$ cat src/rtl/arb_pkg.sv
// Shared constants and types for the 16-channel round-robin link arbiter.
// The optional burst limit is enabled by defining ARB_BURST_LIMIT_EN.
package arb_pkg;
    localparam int NCH = 16;
    localparam int W = 16;
    localparam int LW = $clog2(NCH);
    localparam logic [W-1:0] IDLE_WORD = 16'h50BC;
    localparam logic [W-1:0] TRIG_WORD = 16'h007C;

    typedef enum logic {IDLE, GRANT} state_t;
endpackage

$ cat src/rtl/arbiter_rr_pick.sv
// Combinational rotate-priority encoder: the first set req after 'last', wrapping around.
module rr_pick
    import arb_pkg::*;
(
    input  logic [NCH-1:0] req,
    input  logic [LW-1:0]  last,
    output logic           valid,
    output logic [LW-1:0]  index
);
    logic [LW-1:0] cand;

    // Scan from farthest to nearest so the nearest candidate is assigned last.
    // Index wrap relies on NCH being a power of two.
    always_comb begin
        valid = 1'b0;
        index = '0;
        cand  = '0;
        for (int k = NCH; k >= 1; k--) begin
            cand = last + LW'(k);
            if (req[cand]) begin
                valid = 1'b1;
                index = cand;
            end
        end
    end
endmodule

$ cat config.mk
export PLATFORM = sky130hd
export DESIGN_NAME = rr_pick
export DESIGN_NICKNAME = d
export VERILOG_FILES = /design/src/rtl/arb_pkg.sv /design/src/rtl/arbiter_rr_pick.sv
export SDC_FILE = /design/constraint.sdc
export NUM_CORES = 1
export LEC_CHECK = 0
export ABC_AREA = 1
export BUFFER_PORTS_ARGS = -buffer_cell sky130_fd_sc_hd__buf_2
export CAP_MARGIN = 20
export CORE_AREA = 2 2 61 63
export DETAILED_ROUTE_END_ITERATION = 7
export DIE_AREA = 0 0 63 65
export PLACE_DENSITY_LB_ADDON = 0.3
export SETUP_SLACK_MARGIN = 0.02
export SYNTH_ARGS = -nofsm -noshare
export SYNTH_HDL_FRONTEND = slang
export SYNTH_SLANG_ARGS = --single-unit
$ cat constraint.sdc
create_clock -name vclk -period 3.37
set_clock_uncertainty 0.1 [all_clocks]
set_input_delay 0.674 -clock vclk [all_inputs]
set_output_delay 0.674 -clock vclk [all_outputs]
set_load 0.02 [all_outputs]
Word-level counts from Yosys, hierarchy flattened
Index checks and enable logic that the tools add are counted.

Output and inout port bits: 5. Bits in registers: 0.

Add/subtract/negate cells: 15. Muxes and demuxes: 64. $lt $le $gt $ge: 16.

Operators by type and width (count): 4-bit by 5-bit < comparator with 1-bit output, second input constant (16); 1-bit binary-select mux with 4-bit select (16); 4-bit two-way mux (16); 4-bit adder, second input constant (8); 1-bit two-way mux (32); 4-bit by 3-bit adder with 4-bit output, second input constant (4); 4-bit by 2-bit adder with 4-bit output, second input constant (2); 4-bit by 1-bit adder with 4-bit output, second input constant (1).

Logic depth before layout (Yosys ltp)
Depth in word-level cells: 18. Depth in mapped cells: 28.

Least setup slack after synthesis
No wires, ideal clock.

Kind: input port to output port. Start point: in last[1]. End point: out index[1]. Setup slack: -0.335 ns. Cell stages on the path: 25. Path buffers: 2. Arrival time: 2.931 ns. Path through: inv_1 buf_2 ha_1 inv_1 buf_2 nand3_1 nand3_1 nand2_1 nand2_1 nand2_2 inv_2 nand4_1 nand3_1 nand2_1 nand2_1 nand2_1 nand2_1 nand2_1 nand2_1 nand2_1 nand2_1 nand2_1 nand2_1 nand2_1 a21oi_1.

Word-level cells in the longest chain between the ends: 18. Elaborated cells on any way between the ends: 63. Those cells by class: 15 x add/sub; 48 x mux.

RTL lines: start: declaration (line arbiter_rr_pick.sv:6) `input logic [LW-1:0] last,`; 4-bit adder / 1-bit binary-select mux with 4-bit select (equally long branches) (line arbiter_rr_pick.sv:19, arbiter_rr_pick.sv:20); 1-bit binary-select mux with 4-bit select / 1-bit two-way mux (equally long branches) (line arbiter_rr_pick.sv:20) `if (req[cand]) begin`; 1-bit two-way mux (not written as such) / 4-bit two-way mux (equally long branches) (line arbiter_rr_pick.sv:20); 4-bit two-way mux (14 in series) (line arbiter_rr_pick.sv:20); 4-bit two-way mux (*) (line arbiter_rr_pick.sv:20); end: declaration (line arbiter_rr_pick.sv:8) `output logic [LW-1:0] index`.

Mark *: on every way between the ends. The rest lies on a longest branch, timed or not. The select of a mux whose other input is x is not followed.

Final worst setup path
Start point: in last[1]. End point: out index[3].

The elaborated chain is that of the path after synthesis.

==> metrics.yaml <==
crit_arrival_ns: 3.13
met2_wirelength_um: 4293
slew_violations: 0
fp.dieW_um: 63
crit_fanout: 8
layout_common_cells: "133 x nand2_1, 79 x buf_4, 53 x nand3_1"
diodes: 0
yosysUniqueCellTypes: 27
port-buffer-count: 25
overflow: 0
grt_first_pass_wirelength_um: 12750
gp_congestion: 1.097
top_layer: "met4"
cp.required_ns: 2.60
max_freq_mhz: 256.3
syn-num-nets: 378
vias: 3326
worstHoldPathType: "in2out"
ir_drop_mv: 0.2704
ys_seq_area_share_pct: 0
synthCells: 351
power.switching_uw: 554.8
max_slew_margin_pct: 74.34
yosysWarnings: 0
final_core_util_pct: 82.68
ios: 25
critPathKind: "in2out"
areaGrowthSynthToFinish_pct: 74.87
setup_tns_ns: -1.974
setup_slack_ns: -0.5312
core-area_sq_um: 3496
cp-start-kind: "primary input"
violations: "negative setup slack"
synth.area.top_cells: "nand2_1 35%, nand3_1 21%, a21oi_1 11%"
viasPerCell: 6.692
seqCellArea_sq_um: 0
start_util_pct: 47.28
detail-route-antenna-nets: 0
setup_viol: 5
switching_share_pct: 59.41
power_frac_clock_pct: 0
worstMarginPinSlew_ns: 0.3821
drcViolationCount: 0
hpwl_um: 4982
seq_cells: 0
grt_antenna_before_repair: 0
period_share_pct: 115.8
rows: 22
grt_max_degree: 18
pwr-share-comb_pct: 100.0
synth_top_area_share_pct: 35.43
p_per_area_nw_per_um2: 323.1
fp.dieArea_sq_um: 4095
holdBufCountCts: 0
met3_wirelength_um: 1385
grt_pass1_vias: 2842
drt_iter0_markers: 671
num-fill-cells: 210
drive_gt1_share_pct: 43.65
status: "finished, violations left"
wl_per_cell_um: 19.61
rsz0062_at_grt: "yes"
dieHeight_um: 65
fin_nets: 478
crit_end: "index[3]"
multi_input_area_sq_um: 1858
timing.hold.ws_ns: 1.905
crit_path_start: "last[1]"
intPower_uw: 379.0
fin_crit_ns: 3.901
grt_use_total_pct: 38.46
seqPwrFrac_pct: 0
met1_length_um: 3141
cp-end-kind: "primary output"
synth_area_sq_um: 1653
first_pass_iters: 6
avgSynthCellArea_sq_um: 4.709
finalNonFillerCells: 497
dp_cells: 481
finalHoldViolations: 0
maxCapViolCount: 0
clock_buffers: 0
yosys.area.top_type: "nand2_1"
mostFrequentLayoutCell: "nand2_1"
pre_cts_ws_ns: -0.4453
p_leak_nw: 1.568
wirelength_um: 9744
stage by stage:
step / total power, mW / cell area [sq um]
4_1_cts: 0.7746 / 2690
3_3_place_gp: 0.6630 / 2347
3_5_place_dp: 0.6769 / 2347
2_1_floorplan: 0.4336 / 1752
6_report: 0.9338 / 2890
5_1_grt: 0.9744 / 2890
cell families after synthesis:
group                    synth area share, %
AO/OA/AOI/OAI                          14.31
buffers and inverters                  11.66
XOR/XNOR                               4.164
AND/OR/NAND/NOR                        64.57
adder cells (fa/ha/maj)                5.299
worst min path at each step:
stage	startpoint	to	slack (ns)	cells past startpoint
6_report	last[0]	index[0]	1.90	6
5_1_grt	last[0]	index[0]	1.92	6
4_1_cts	last[0]	index[0]	1.89	6
3_5_place_dp	last[1]	index[1]	2.00	6
3_3_place_gp	last[1]	index[1]	1.99	6
2_1_floorplan	last[0]	index[0]	1.64	4
layer usage:
layer,GRT usage [%],vias up
li1,-,1341
met1,43.05,1436
met2,65.96,407
met3,7.639,142
met4,25.83,0
met5,0,-
worst max-delay path, stage by stage:
cell     delay, ns
buf_8         0.09
buf_6         0.16
buf_4         0.19
nand3_1       0.12
nand3_1       0.12
nand2_1       0.10
nand2_1       0.15
nand2_1       0.14
inv_1         0.14
nand3_1       0.10
nand2_1       0.08
nand2_1       0.06
nand2_1       0.08
nand2_1       0.07
nand2_1       0.09
nand2_1       0.06
nand2_1       0.07
nand2_2       0.07
nand2_1       0.15
nand2_1       0.09
nand2_1       0.08
nand2_1       0.05
nand2_1       0.05
buf_4         0.13
repair_timing:
item | in CTS | in global routing
gates resized for setup | 67 | 36
pin swaps | 22 | 16
endpoints found under the setup margin | 5 | 5
setup buffers | 11 | 5
cell type report:
type | count | area share (%)
Multi-Input combinational cell | 308 | 64.29
Inverter | 33 | 5.325
Timing Repair Buffer | 108 | 28.31
Tap cell | 48 | 2.078
power by group through the flow:
stage	Sequential (mW)	Clock [mW]	Combinational, mW
4_1_cts	0	0	0.775
5_1_grt	0	0	0.974
3_5_place_dp	0	0	0.677
3_3_place_gp	0	0	0.663
6_report	0	0	0.934
2_1_floorplan	0	0	0.434
cell usage after synthesis (all sizes together) (2+ instances only):
master  instances
inv            33
nand2         165
xnor2           2
nand3          68
a21oi          39
nor2            9
or2             2
nor4            2
ha              7
nand4           3
buf             9
xor2            5
Power figures use the tool's default switching activity.
